File: config.mk
export PLATFORM = sky130hd
export DESIGN_NAME = mem_arbiter
export DESIGN_NICKNAME = d
export VERILOG_FILES = /design/src/rtl/mem_arb_pkg.sv /design/src/rtl/mem_arb_pick.sv /design/src/rtl/mem_arbiter.sv
export SDC_FILE = /design/constraint.sdc
export NUM_CORES = 1
export LEC_CHECK = 0
export ABC_AREA = 1
export CELL_PAD_IN_SITES_DETAIL_PLACEMENT = 1
export CELL_PAD_IN_SITES_GLOBAL_PLACEMENT = 2
export CORE_MARGIN = 4
export CORE_UTILIZATION = 23
export CTS_BUF_LIST = sky130_fd_sc_hd__clkbuf_4 sky130_fd_sc_hd__clkbuf_8 sky130_fd_sc_hd__clkbuf_16
export DETAILED_ROUTE_END_ITERATION = 10
export MAX_ROUTING_LAYER = met4
export PLACE_DENSITY = 0.87
export SYNTH_ARGS = -nofsm -noshare
export SYNTH_HDL_FRONTEND = slang
export SYNTH_SLANG_ARGS = --single-unit
File: constraint.sdc
create_clock -name clk -period 2.24 [get_ports clk]
set_input_delay 0.56 -clock clk [delete_from_list [all_inputs] [get_ports clk]]
set_output_delay 0.56 -clock clk [all_outputs]
set_load 0.01 [all_outputs]
File: src/rtl/mem_arb_pkg.sv
// Shared types and helpers for the I/D memory arbiter.
// Holds the FSM state encoding, owner constants and the byte-lane merge used
// by partial-store read-modify-write.
package mem_arb_pkg;

   typedef enum logic [1:0] {
      ST_IDLE = 2'd0,   // no access in flight
      ST_RD   = 2'd1,   // read issued last cycle, response due now
      ST_RMW  = 2'd2    // write-back half of a partial store
   } state_e;

   // Owner / last-grant encoding
   localparam logic OWN_I = 1'b0;
   localparam logic OWN_D = 1'b1;

   // Replace the strobed byte lanes of old_w with those of new_w
   function automatic logic [31:0] byte_merge(input logic [31:0] old_w,
                                              input logic [31:0] new_w,
                                              input logic [3:0]  strb);
      logic [31:0] res;
      for (int b = 0; b < 4; b++) begin
         res[8*b +: 8] = strb[b] ? new_w[8*b +: 8] : old_w[8*b +: 8];
      end
      return res;
   endfunction

endpackage

File: src/rtl/mem_arb_pick.sv
// Combinational winner select between fetch (I) and data (D) requests.
// Default build: fixed priority, D beats I.
// With MEM_ARB_RR_EN defined: on a conflict the side not granted last wins.
// No grant is given while busy (RMW write-back or reset).
module mem_arb_pick
   import mem_arb_pkg::*;
(
   input  logic i_req_i,
   input  logic d_req_i,
   input  logic last_grant_i,
   input  logic busy_i,
   output logic gnt_i_o,
   output logic gnt_d_o
);

   logic d_wins;

`ifdef MEM_ARB_RR_EN
   // D wins if alone, or on conflict when I took the previous grant
   assign d_wins = d_req_i && (!i_req_i || (last_grant_i == OWN_I));
`else
   assign d_wins = d_req_i;

   // History is irrelevant under fixed priority
   logic unused_last_grant;
   assign unused_last_grant = last_grant_i;
`endif

   assign gnt_d_o = !busy_i && d_wins;
   assign gnt_i_o = !busy_i && i_req_i && !d_wins;

endmodule

File: src/rtl/mem_arbiter.sv
// Arbiter sharing one single-port synchronous RAM between instruction fetch
// and data load/store. One RAM access per cycle, read data one cycle later.
// Sub-word stores become a read followed by a merged whole-word write.
// Optional MEM_ARB_RR_EN selects alternating priority on conflicts.
module mem_arbiter
   import mem_arb_pkg::*;
#(
   parameter int ADDR_W = 32,
   parameter int DATA_W = 32
) (
   input  logic                clk,
   input  logic                rst_n,
   input  logic                i_req,
   input  logic [ADDR_W-1:0]   i_addr,
   output logic                i_gnt,
   output logic                i_rvalid,
   output logic [DATA_W-1:0]   i_rdata,
   input  logic                d_req,
   input  logic                d_we,
   input  logic [DATA_W/8-1:0] d_wstrb,
   input  logic [ADDR_W-1:0]   d_addr,
   input  logic [DATA_W-1:0]   d_wdata,
   output logic                d_gnt,
   output logic                d_rvalid,
   output logic [DATA_W-1:0]   d_rdata,
   output logic                m_we,
   output logic [ADDR_W-1:0]   m_addr,
   output logic [DATA_W-1:0]   m_din,
   input  logic [DATA_W-1:0]   m_dout
);

   state_e              state_q, state_d;
   logic                owner_q, owner_d;
   logic                last_grant_q, last_grant_d;
   logic [ADDR_W-3:0]   rmw_word_q;
   logic [DATA_W-1:0]   rmw_wdata_q;
   logic [DATA_W/8-1:0] rmw_strb_q;
   logic [ADDR_W-1:0]   m_addr_q;
   logic [DATA_W-1:0]   m_din_q;

   logic busy, gnt_i, gnt_d;
   logic d_full, d_null, d_part;

   // RAM is word addressed; byte offsets never reach it
   logic unused_addr_lsbs;
   assign unused_addr_lsbs = ^{i_addr[1:0], d_addr[1:0]};

   // Store classification by strobe pattern
   assign d_null = d_we && (d_wstrb == '0);
   assign d_full = d_we && (d_wstrb == '1);
   assign d_part = d_we && !d_null && !d_full;

   // Write-back cycle owns the RAM; reset gates every grant low
   assign busy = (state_q == ST_RMW) || !rst_n;

   mem_arb_pick u_pick (
      .i_req_i      (i_req),
      .d_req_i      (d_req),
      .last_grant_i (last_grant_q),
      .busy_i       (busy),
      .gnt_i_o      (gnt_i),
      .gnt_d_o      (gnt_d)
   );

   // State register with read owner and arbitration history
   always_ff @(posedge clk or negedge rst_n) begin
      if (!rst_n) begin
         state_q      <= ST_IDLE;
         owner_q      <= OWN_I;
         last_grant_q <= OWN_I;
      end else begin
         // NOTE: flops use non-blocking assignment so every register samples
         // pre-edge values regardless of block evaluation order.
         state_q      <= state_d;
         owner_q      <= owner_d;
         last_grant_q <= last_grant_d;
      end
   end

   // Next-state logic: a granted read or partial store starts a new access
   always_comb begin
      // NOTE: defaults first so every path assigns every output; otherwise a
      // latch is inferred.
      state_d      = ST_IDLE;
      owner_d      = owner_q;
      last_grant_d = last_grant_q;
      unique case (state_q)
         ST_RMW: state_d = ST_IDLE;
         default: begin
            if (gnt_i) begin
               state_d      = ST_RD;
               owner_d      = OWN_I;
               last_grant_d = OWN_I;
            end else if (gnt_d) begin
               last_grant_d = OWN_D;
               if (!d_we) begin
                  state_d = ST_RD;
                  owner_d = OWN_D;
               end else if (d_part) begin
                  state_d = ST_RMW;
               end
            end
         end
      endcase
   end

   // Output logic: handshakes, read return steering and RAM command mux
   always_comb begin
      i_gnt    = gnt_i;
      d_gnt    = gnt_d;
      i_rvalid = (state_q == ST_RD) && (owner_q == OWN_I);
      d_rvalid = (state_q == ST_RD) && (owner_q == OWN_D);
      i_rdata  = i_rvalid ? m_dout : '0;
      d_rdata  = d_rvalid ? m_dout : '0;
      m_we     = 1'b0;
      m_addr   = m_addr_q;
      m_din    = m_din_q;
      if (state_q == ST_RMW) begin
         m_we   = rst_n;
         m_addr = {rmw_word_q, 2'b00};
         m_din  = byte_merge(m_dout, rmw_wdata_q, rmw_strb_q);
      end else if (gnt_i) begin
         m_addr = {i_addr[ADDR_W-1:2], 2'b00};
      end else if (gnt_d && !d_null) begin
         m_addr = {d_addr[ADDR_W-1:2], 2'b00};
         if (d_full) begin
            m_we  = 1'b1;
            m_din = d_wdata;
         end
      end
   end

   // Held RAM bus values and the partial-store context for write-back
   always_ff @(posedge clk or negedge rst_n) begin
      if (!rst_n) begin
         // NOTE: these registers are reset too (few bits) so the RAM bus
         // reads all-zero during and right after reset.
         m_addr_q    <= '0;
         m_din_q     <= '0;
         rmw_word_q  <= '0;
         rmw_wdata_q <= '0;
         rmw_strb_q  <= '0;
      end else begin
         m_addr_q <= m_addr;
         m_din_q  <= m_din;
         if (gnt_d && d_part) begin
            rmw_word_q  <= d_addr[ADDR_W-1:2];
            rmw_wdata_q <= d_wdata;
            rmw_strb_q  <= d_wstrb;
         end
      end
   end

endmodule

Word-level counts from Yosys, hierarchy flattened
Index checks and enable logic that the tools add are counted.

operators by class
  add/sub/neg operators = 0
  $mul = 0
  div/mod/pow operators = 0
  magnitude comparators = 0
  equal/unequal tests = 4
  shift operators = 0
  multiplexer cells = 25
  bitwise logic cells = 2
  reductions and logical operators = 20

operator list
  kind                number
  $mux 32             9
  $mux 8              4
  $logic_and 1x1->1   11
  $mux 2              5
  $mux 1              7
  $logic_not 1->1     5
  $eq 4x4->1 const B  1
  $logic_not 4->1     1
  $reduce_and 3->1    1
  $eq 2x1->1 const B  1
  $eq 2x2->1 const B  1
  $ne 2x2->1 const B  1
  $not 1->1           2
  $reduce_bool 2->1   1
  $logic_or 1x1->1    1

storage, ports and cells
  register bits = 133
  latch bits = 0
  RAM bits = 0
  ROM bits = 0
  input port bits = 137
  output and inout port bits = 133
  word-level logic and storage cells = 58
  memories kept = 0

Longest topological paths before layout
Gate-level depths: netlist (run 1).

  depth after elaboration = 10
  mapped depth = 10
  gate-level depth less buffers = 9

Hierarchy
A second synthesis (run 1) with hierarchy kept.

unflattened totals
  cells, all modules = 930
  area total of the unflattened synthesis = 6,930.4 sq um

modules (own cells, without submodules)
  module        instances  cells an instance  area an instance (sq um)  sequential area each (sq um)
  mem_arbiter   1          925                6,909.1                   3,353.2
  mem_arb_pick  1          5                  21.3                      0.0

Least setup slack after synthesis (run 1)
OpenSTA, ideal clock, no wires.

  path type = input to output
  from = input port d_wstrb[0]
  to = output port m_addr[0]
  arrival = 1.464 ns
  data required time = 1.680 ns
  slack = 0.216 ns
  cell stages on the path = 6
  buffers on the path = 1
  path through = nor2_1 > nand3_2 > nand2_1 > buf_2 > nand2_1 > nor2_1

on the way
  cells in the longest elaborated chain, start to end = 7

ends and longest elaborated chain
  what                line                source
  start: declaration  mem_arbiter.sv:20   input logic [DATA_W/8-1:0] d_wstrb,
  $logic_not 4->1     mem_arbiter.sv:49   assign d_null = d_we && (d_wstrb == '0);
  $logic_and 1x1->1   mem_arbiter.sv:49
  $logic_not 1->1     mem_arbiter.sv:124  end else if (gnt_d && !d_null) begin
  $logic_and 1x1->1   mem_arbiter.sv:124
  $mux 32             mem_arbiter.sv:124
  $mux 32             mem_arbiter.sv:122  end else if (gnt_i) begin
  $mux 32             mem_arbiter.sv:118  if (state_q == ST_RMW) begin
  end: declaration    mem_arbiter.sv:27   output logic [ADDR_W-1:0] m_addr,

No other way between the ends.

Worst setup path after layout (run 1)
  from = register state_q[1]
  to = output port m_din[21]

on the way
  cells in the longest elaborated chain, start to end = 8

ends and longest elaborated chain
  what                      line                                    source
  start: declaration        mem_arbiter.sv:32                       state_e state_q, state_d;
  start signal: assignment  mem_arbiter.sv:74                       state_q <= state_d;
  $eq 2x2->1 (*)            mem_arbiter.sv:54, mem_arbiter.sv:118
  $logic_or 1x1->1          mem_arbiter.sv:54                       assign busy = (state_q == ST_RMW) || !rst_n;
  $logic_not 1->1           mem_arb_pick.sv:29, mem_arb_pick.sv:30
  $logic_and 1x1->1         mem_arb_pick.sv:29                      assign gnt_d_o = !busy_i && d_wins;
  $logic_and 1x1->1         mem_arbiter.sv:124
  $mux 32                   mem_arbiter.sv:124
  $mux 32                   mem_arbiter.sv:122
  $mux 32 (*)               mem_arbiter.sv:118
  end: declaration          mem_arbiter.sv:28                       output logic [DATA_W-1:0] m_din,

Mark *: on every way between the ends. The rest lies on a longest branch, timed or not.

==> flow_summary.yaml, run 1 <==
power:
  p_seq_share_pct: 30.7
  vdd_drop_max_uv: 501
  p_leak_uw: 0.00726
  pwr-share-clk_pct: 28.2
  p_int_uw: 6900
  switching_power_uw: 3480
  pwr-share-comb_pct: 41.1
  switching_share_pct: 33.5
  p_per_area_nw_per_um2: 737
  p_total_uw: 10400
critical_path:
  crit_path_max_fanout: 5
  cpMaxStageDelayCell: "dfrtp_1"
  arrival_ns: 2.04
  reg2regPathDepth: 21
  cp_cell_sequence: "nand2_4, nand2_4, nor2_4, buf_12, nand3_4, buf_12, buf_12, nand2_4, nand3_2, nand2_2, buf_6"
  endpoint_kind: "primary output"
  crit_path_max_incr_delay_ns: 0.41
  cp.depth: 11
  critical_path.top_delay_family: "simple AND/OR/NAND/NOR gates"
  worstSetupStartpointType: "flip-flop"
  worstPathRequired_ns: 1.68
  worstSetupPathType: "flip-flop to primary output"
  path_buf_inv: 4
  r2r_setup_slack_ns: -0.31
sta:
  rsz0062_at_grt: "yes"
  fmax_mhz: 385
  min_period_ns: 2.60
  drv_slew: 0
  finalHoldViolCount: 0
  setup_ws_ns: -0.356
  relSlewSlack_pct: 34.9
  setup_viol: 138
  fin_crit_sh_pct: 116
  skew_ns: 0.0124
  tightestPinTransition_ns: 0.976
floorplan:
  rows: 64
  initial_core_util_pct: 23.2
  die_w_um: 184
  io_pins: 270
  die_h_um: 184
  core-area_um2: 30500
  die_area_um2: 33700
cts:
  cts_buffer_depth: 2
  clkTransAtPathRegs_ns: 0.06
  cts_buffers: 17
  cts_tree: "done"
  cts_sinks: 133
  clk_latency_ns: 0.42
  cts_max_level: 4
  cts_root_buf: "clkbuf_16"
logic_synthesis:
  synth_edf_count: 0
  postSynth.asyncResetShare_pct: 100
  yosys-top-cells-count: "392 x nand2_1, 133 x dfrtp_1, 129 x nor2_1, 103 x inv_1, 94 x nand3_1"
  synth_top_area_cell: "dfrtp_1"
  syn-cell-area_um2: 7090
  synth_top_area_share_pct: 46.9
  syn_nets: 1165
  ys_warn_count: 0
  synth.distinct_cells: 21
  seq_area_frac_synth_pct: 46.9
  syn_inst: 1028
  postSynthAreaPerCell_um2: 6.90
  synth_ff_type: "dfrtp_1"
  ys_seq_elements: 133
  yosysMostFrequentCell: "nand2_1"
  yosys-top-cells-area: "dfrtp_1 47%, nand2_1 21%, nor2_1 6.8%, nand3_1 6.6%, inv_1 5.5%"
grt:
  grt_pass1_wl_mm: 54.8
  antenna_found_initial: 3
  grt.total_usage_pct: 21.3
  grt_start_max_net_pins: 70
  first_global_vias: 9599
  grt_overflow_total: 0
detailed_routing:
  totalWireLength_mm: 37.5
  first_iter_violations: 525
  firstDrtPassIters: 4
  via_count: 8801
  ant_nets: 0
  wl_per_cell_um: 19.6
  vias_per_cell: 4.61
  drc: 0
hold_path:
  hold_path.class: "primary input to asynchronous set/reset pin"
placement:
  gp_congestion: 0.811
  numPortBuffers: 265
  dp_hpwl_mm: 21.1
  place_area_um2: 10800
cells_and_area:
  utilization_pct: 46.2
  fin_nets: 1637
  fin_area_um2: 14100
  area_growth_syn_to_layout_pct: 98.7
  drive_above_1_share_pct: 44.3
outcome:
  outcome: "finished with violations"
  failed_checks: "setup timing"
run:
  drv_cap: 0
-- metrics by stage --
| stage | hold WS, ns | instances | setup WS [ns] | TNS [ns] |
|---|---|---|---|---|
| after floorplan | 0.264 | 1028 | 0.216 | 0 |
| after global placement | 0.462 | 1718 | -0.952 | -70.25 |
| after detailed placement | 0.470 | 1718 | -1.02 | -78.06 |
| after CTS | 0.447 | 1890 | -0.353 | -29.67 |
| after global routing | 0.500 | 1911 | -0.443 | -38.75 |
| final | 0.440 | 1911 | -0.356 | -23.41 |
-- power by group through the flow --
stage / combinational, uW / sequential [uW] / clock, uW
after CTS: 3780 / 3150 / 3010
after global routing: 4630 / 3240 / 3120
after floorplan: 1190 / 3090 / 0
after detailed placement: 2610 / 3160 / 0
after global placement: 2550 / 3140 / 0
final: 4270 / 3190 / 2930
-- final cells by class --
| cell class | instances | area [um2] |
|---|---|---|
| Antenna cell | 2 | 5.00 |
| Multi-Input combinational cell | 722 | 4150 |
| Clock buffer | 17 | 425 |
| Tap cell | 396 | 495 |
| Fill cell | 3597 | 16400 |
| Clock inverter | 15 | 170 |
| Timing Repair Buffer | 521 | 5100 |
| Inverter | 105 | 405 |
| Sequential cell | 133 | 3330 |
-- path summary, 6_finish.rpt --
kind | from | endpoint
worst max-delay path | state_q[1]$_DFF_PN0_ | m_din[21]
worst min-delay path | rst_n | state_q[0]$_DFF_PN0_
worst max register to register | state_q[0]$_DFF_PN0_ | m_din_q[11]$_DFF_PN0_
worst min register to register | rmw_word_q[25]$_DFFE_PN0P_ | rmw_word_q[25]$_DFFE_PN0P_
max in group asynchronous | rst_n | rmw_word_q[4]$_DFFE_PN0P_
min in group clk | rmw_word_q[25]$_DFFE_PN0P_ | rmw_word_q[25]$_DFFE_PN0P_
-- kinds of logic after synthesis --
logic type,share of synthesized area (%)
AND/OR/NAND/NOR,38.1
buffers and inverters,10.3
flip-flops,46.9
AO/OA/AOI/OAI,4.66
-- registers in the layout, summed over array words and instances, names as in the netlist --
signal,flops
rmw_wdata_q,32
m_din_q,32
owner_q,1
rmw_strb_q,4
state_q,2
m_addr_q,32
rmw_word_q,30
-- worst register-to-register path: cells and delay by family (launching register included) --
kind / cells / cell delay (ns)
buffers and inverters: 14 / 1.56
AND/OR/NAND/NOR: 7 / 0.50
flip-flops: 1 / 0.37
-- layer usage --
layer  up-vias  wire (um)  track usage (%)
met5         -          0                -
met4         0        780             4.71
met3        46       2060             4.17
met2       265      19200             36.6
met1      4363      15500             26.0
li1       4127          -                -
-- layout by cell type (no fill, tap or decap), drive strengths merged --
cell type and count:
nand2 394, buf 378, dfrtp 133, nor2 131, clkdlybuf4s50 124, inv 109
nand3 96, o21ai 65, nand4 33, clkbuf 29, clkinv 7, dlygate4sd2 4
clkdlybuf4s15 3, diode 2, nor3 2, clkinvlp 2, bufinv 2, a21oi 1
-- what timing repair did --
action	4_1_cts	5_1_grt
hold buffers	0	0
resized for setup	680	310
endpoints found under the setup margin	133	143
pin swaps	70	66
setup buffers	132	33
hold endpoints to repair	0	0
cloned	9	14
No activity file was read; power rests on OpenSTA's default activity.
==> run 2: changes to the inputs <==
--- a/config.mk
+++ b/config.mk
@@ -13,7 +13,7 @@
 export CTS_BUF_LIST = sky130_fd_sc_hd__clkbuf_4 sky130_fd_sc_hd__clkbuf_8 sky130_fd_sc_hd__clkbuf_16
 export DETAILED_ROUTE_END_ITERATION = 10
 export MAX_ROUTING_LAYER = met4
-export PLACE_DENSITY = 0.87
+export PLACE_DENSITY_LB_ADDON = 0.3
 export SYNTH_ARGS = -nofsm -noshare
 export SYNTH_HDL_FRONTEND = slang
 export SYNTH_SLANG_ARGS = --single-unit
==> run 2 against run 1 <==
Compared with the run above:
- the run still ends with setup timing left
- global-route usage decreased by 2.5 points
- combinational power decreased by 29%
- non-clock buffer count decreased by 98
- setup slack got worse by 0.030 ns
- sequential cell count unchanged
- critical path depth unchanged
- die area unchanged
- highest routed layer unchanged
==> flow_summary.yaml, run 2 (synthesized netlist as in run 1, its figures left out) <==
sta:
  tightestPinTransition_ns: 0.877
  fin_crit_sh_pct: 117
  min_period_ns: 2.63
  setup_tns_ns: -18.77
  fmax_mhz: 381
  rsz0062_at_grt: "yes"
  skew_ns: 0.0177
  drv_slew: 0
  setup_viol: 73
  setup_ws_ns: -0.386
  finalHoldViolCount: 0
  relSlewSlack_pct: 41.5
floorplan:
  io_pins: 270
  initial_core_util_pct: 23.2
  die_h_um: 184
  core-area_um2: 30500
  die_area_um2: 33700
  die_w_um: 184
  rows: 64
critical_path:
  r2r_end: "m_din_q[14]$_DFF_PN0_"
  worstSetupStartpointType: "flip-flop"
  arrival_ns: 2.07
  r2r_setup_slack_ns: 0.47
  crit_path_max_fanout: 6
  r2r_start: "state_q[1]$_DFF_PN0_"
  worstSetupPathType: "flip-flop to primary output"
  worstPathRequired_ns: 1.68
  endpoint_kind: "primary output"
  reg2regPathDepth: 12
grt:
  grt_overflow_total: 0
  first_global_vias: 8302
  grt.total_usage_pct: 18.8
  grt_pass1_wl_mm: 48.4
  grt_start_max_net_pins: 62
  antenna_found_initial: 3
cts:
  cts_hold_buf: 0
  cts_tree: "done"
  cts_sinks: 133
  cts_buffers: 17
  clk_latency_ns: 0.43
  cts_buffer_depth: 2
  cts_max_level: 4
  cts_root_buf: "clkbuf_16"
  clkTransAtPathRegs_ns: 0.07
power:
  p_per_area_nw_per_um2: 735
  vdd_drop_max_uv: 462
  p_leak_uw: 0.00644
detailed_routing:
  drc: 0
  first_iter_violations: 452
  firstDrtPassIters: 4
  via_count: 8046
  vias_per_cell: 4.44
  ant_nets: 0
  wl_per_cell_um: 17.8
  totalWireLength_mm: 32.3
placement:
  place_area_um2: 11000
  dpl_worst_slack_ns: -0.958
  dp_hpwl_mm: 21.2
  gp_congestion: 0.784
  numPortBuffers: 265
cells_and_area:
  fillers: 3722
  layout_commonest_cell: "nand2_1"
  seqCellArea_um2: 3330
  final_cell_mix: "335 x nand2_1, 133 x dfrtp_1, 125 x clkdlybuf4s50_1, 111 x buf_4, 99 x inv_1"
  area_growth_syn_to_layout_pct: 75.3
  multi_input_area_um2: 3480
  fin_nets: 1539
  drive_above_1_share_pct: 32.4
  reg_top3: "m_addr_q x32, m_din_q x32, rmw_wdata_q x32"
  fin_area_um2: 12400
outcome:
  failed_checks: "setup timing"
  outcome: "finished with violations"
hold_path:
  hold_path.class: "primary input to asynchronous set/reset pin"
run:
  drv_cap: 0
-- run 2: changes by cell type in the layout (fill, tap and decap cells not counted), moves of 7 or more --
cell	before	now
nand2_2	71	51
nor2_4	19	8
clkdlybuf4s15_2	3	10
buf_4	164	111
nand3_1	38	80
nand2_1	272	335
buf_6	96	59
buf_2	79	72
nand3_2	55	14
nor2_1	76	84
nand2_4	50	7
-- run 2: routing by layer --
layer / global-route usage, % / routed length, um / vias up / part of all wire (%)
met2: 29.8 / 14800 / 213 / 46
met4: 3.58 / 456 / 0 / 1.4
met1: 25.1 / 15000 / 3878 / 46
met5: - / 0 / - / 0
met3: 4.00 / 2050 / 24 / 6.3
li1: - / - / 3931 / -
-- run 2: layout make-up --
cell class / instances / share of cell area, %
diodes: 3 / 0.0604
flip-flops and latches: 133 / 26.8
clock buffers: 18 / 3.53
inverters: 105 / 3.20
multi-input cells: 722 / 28.0
repair buffers: 423 / 33.0
clock inverters: 14 / 1.40
well taps: 396 / 3.99
-- run 2: timing repair --
| item | CTS | global route |
|---|---|---|
| setup buffers | 12 | 18 |
| gates cloned | 6 | 8 |
| endpoints found under the setup margin | 133 | 198 |
| pin swaps | 7 | 36 |
| resized for setup | 427 | 325 |
-- run 2: worst max-delay path by stage --
stage	from	end	slack [ns]	cells past startpoint
final	state_q[1]$_DFF_PN0_	m_din[1]	-0.39	11
after CTS	state_q[1]$_DFF_PN0_	m_din[19]	-0.40	10
after global routing	state_q[1]$_DFF_PN0_	m_din[1]	-0.49	11
after global placement	d_we	m_din[22]	-0.92	9
after detailed placement	d_req	m_din[24]	-0.96	9
after floorplan	d_wstrb[0]	m_addr[0]	0.22	6
-- run 2: metrics by stage --
stage | hold slack (ns) | instances | util [%] | power, uW
5_1_grt | 0.156 | 1814 | 40.7 | 9750
4_1_cts | 0.144 | 1786 | 39.1 | 8960
2_1_floorplan | 0.264 | 1028 | - | 4280
3_5_place_dp | 0.466 | 1737 | 36.2 | 5880
3_3_place_gp | 0.463 | 1737 | 36.2 | 5820
6_report | 0.139 | 1814 | 40.7 | 9140
-- run 2: power by group --
| group | switching, uW | internal [uW] |
|---|---|---|
| clock network | 1200 | 1790 |
| logic | 1500 | 1520 |
| registers | 220 | 2910 |
-- run 2: worst max-delay path: stages, from the launching register on --
cell and delay [ns]:
dfrtp_1 0.40, nand2_4 0.10, nand2_4 0.06, nor2_4 0.11, buf_12 0.14, nand3_4 0.16
buf_6 0.19, clkbuf_16 0.16, nand2_2 0.07, nand3_2 0.06, nand2_2 0.10, buf_6 0.11
==> run 3: changes to the inputs <==
--- a/config.mk
+++ b/config.mk
@@ -14,6 +14,8 @@
 export DETAILED_ROUTE_END_ITERATION = 10
 export MAX_ROUTING_LAYER = met4
 export PLACE_DENSITY_LB_ADDON = 0.3
+export SKIP_CTS_REPAIR_TIMING = 1
 export SYNTH_ARGS = -nofsm -noshare
 export SYNTH_HDL_FRONTEND = slang
 export SYNTH_SLANG_ARGS = --single-unit
+export TNS_END_PERCENT = 20
==> run 3 against run 2 <==
Compared with the run above:
- the run still ends with setup timing left
- final area decreased by 1.9%
- utilization decreased by 0.77 points
- final cell count decreased by 0.50%
- combinational power decreased by 5%
- clock power about the same
- setup slack improved by 0.055 ns
- first-iteration DRC count decreased by 23%
- routed wire length decreased by 0.50%
- count of clock-buffer cells in the layout unchanged
- sequential cell count unchanged
- worst hold slack improved by 0.0064 ns
- critical path type unchanged
==> flow_summary.yaml, run 3 (synthesized netlist as in run 1, its figures left out) <==
detailed_routing:
  vias_per_cell: 4.45
  ant_nets: 0
  firstDrtPassIters: 4
  drc: 0
  dr_wl_met3_mm: 2.17
  wl_met2_mm: 14.7
  totalWireLength_mm: 32.1
  met1_length_mm: 14.9
  highest_layer: "met4"
  first_iter_violations: 346
  via_count: 8038
  wl_per_cell_um: 17.8
floorplan:
  io_pins: 270
  initial_core_util_pct: 23.2
  core-area_um2: 30500
  rows: 64
  die_w_um: 184
  die_area_um2: 33700
  die_h_um: 184
power:
  p_per_area_nw_per_um2: 740
  p_total_uw: 9010
  vdd_drop_max_uv: 444
  p_leak_uw: 0.00650
run:
  drv_cap: 0
sta:
  rsz0062_at_grt: "yes"
  drv_slew: 0
  relSlewSlack_pct: 39.8
  skew_ns: 0.0167
  setup_viol: 70
  fin_crit_sh_pct: 115
  tightestPinTransition_ns: 0.903
  fmax_mhz: 389
  setup_ws_ns: -0.331
  finalHoldViolCount: 0
  min_period_ns: 2.57
cts:
  clk_latency_ns: 0.43
  cts_tree: "done"
  cts_buffers: 17
  cts_max_level: 4
  clkTransAtPathRegs_ns: 0.07
  cts_buffer_depth: 2
  cts_sinks: 133
  cts_root_buf: "clkbuf_16"
grt:
  grt_pass1_wl_mm: 46.9
  grt_overflow_total: 0
  grt.total_usage_pct: 18.1
  grt_start_max_net_pins: 62
  first_global_vias: 8124
  antenna_found_initial: 3
critical_path:
  crit_end: "m_addr[12]"
  crit_path_max_fanout: 8
  r2r_end: "m_addr_q[27]$_DFF_PN0_"
  cpMaxStageDelayCell: "dfrtp_1"
  crit_path_max_incr_delay_ns: 0.41
  critical_path.top_delay_family: "simple AND/OR/NAND/NOR gates"
  cp_cell_sequence: "nand2_4, nand2_4, nor2_4, buf_12, buf_8, nand2_8, clkbuf_16, nand2_1, nand3_1, nand2_1, nand2_2, buf_6"
  worstSetupPathType: "flip-flop to primary output"
  r2r_start: "state_q[1]$_DFF_PN0_"
  cp.depth: 12
  endpoint_kind: "primary output"
  reg2regPathDepth: 13
  cp-startpoint: "state_q[1]$_DFF_PN0_"
  path_buf_inv: 4
  arrival_ns: 2.01
  worstPathRequired_ns: 1.68
  worstSetupStartpointType: "flip-flop"
  r2r_setup_slack_ns: 0.45
cells_and_area:
  reg_top3: "m_addr_q x32, m_din_q x32, rmw_wdata_q x32"
  layout_commonest_cell: "nand2_1"
  fin_nets: 1529
  area_growth_syn_to_layout_pct: 72.0
  drive_above_1_share_pct: 31.1
  fin_cells: 1805
  final_cell_mix: "330 x nand2_1, 133 x dfrtp_1, 125 x clkdlybuf4s50_1, 106 x buf_4, 99 x inv_1"
outcome:
  outcome: "finished with violations"
  failed_checks: "setup timing"
placement:
  dp_hpwl_mm: 21.2
  placed_cells: 1737
  gp_congestion: 0.784
  numPortBuffers: 265
hold_path:
  hold_path.class: "primary input to asynchronous set/reset pin"
[run 3: where the power goes]
part	internal (uW)	leakage [uW]	switching, uW
clock network	1790	0.000290	1200
logic	1410	0.00456	1470
registers	2910	0.00165	234
[run 3: worst min-delay path by stage]
| stage | start | endpoint | slack, ns | depth (start not counted) |
|---|---|---|---|---|
| 2_1_floorplan | rst_n | m_addr_q[0]$_DFF_PN0_ | 0.26 | 0 |
| 6_report | rst_n | m_din_q[26]$_DFF_PN0_ | 0.15 | 2 |
| 3_5_place_dp | rmw_word_q[18]$_DFFE_PN0P_ | rmw_word_q[18]$_DFFE_PN0P_ | 0.47 | 2 |
| 3_3_place_gp | rmw_word_q[10]$_DFFE_PN0P_ | rmw_word_q[10]$_DFFE_PN0P_ | 0.46 | 2 |
| 5_1_grt | rst_n | m_din_q[27]$_DFF_PN0_ | 0.16 | 2 |
| 4_1_cts | rst_n | m_din_q[27]$_DFF_PN0_ | 0.13 | 2 |
[run 3: metal layers]
metal	vias to the layer above	GRT usage [%]
met1	3881	24.4
met3	19	4.02
met2	227	28.4
met5	-	-
met4	0	3.16
li1	3911	-
[run 3: per-stage QoR]
stage | worst slack, ns | cell area (um2) | TNS [ns] | util [%] | hold slack (ns)
4_1_cts | -0.972 | 11600 | -99.33 | 38.2 | 0.130
3_5_place_dp | -0.958 | 11000 | -98.47 | 36.2 | 0.466
2_1_floorplan | 0.216 | 7090 | 0 | - | 0.264
5_1_grt | -0.428 | 12200 | -28.57 | 39.9 | 0.160
6_report | -0.331 | 12200 | -17.28 | 40.0 | 0.146
3_3_place_gp | -0.916 | 11000 | -92.79 | 36.2 | 0.463
[run 3: final cells by class]
type | count | area, um2
antenna | 4 | 10.0
clock buffer | 18 | 439
clock inverter | 14 | 174
fill | 3759 | 18300
inverter | 105 | 397
multi-input combinational | 722 | 3470
sequential | 133 | 3330
tap | 396 | 495
timing repair buffer | 413 | 3870
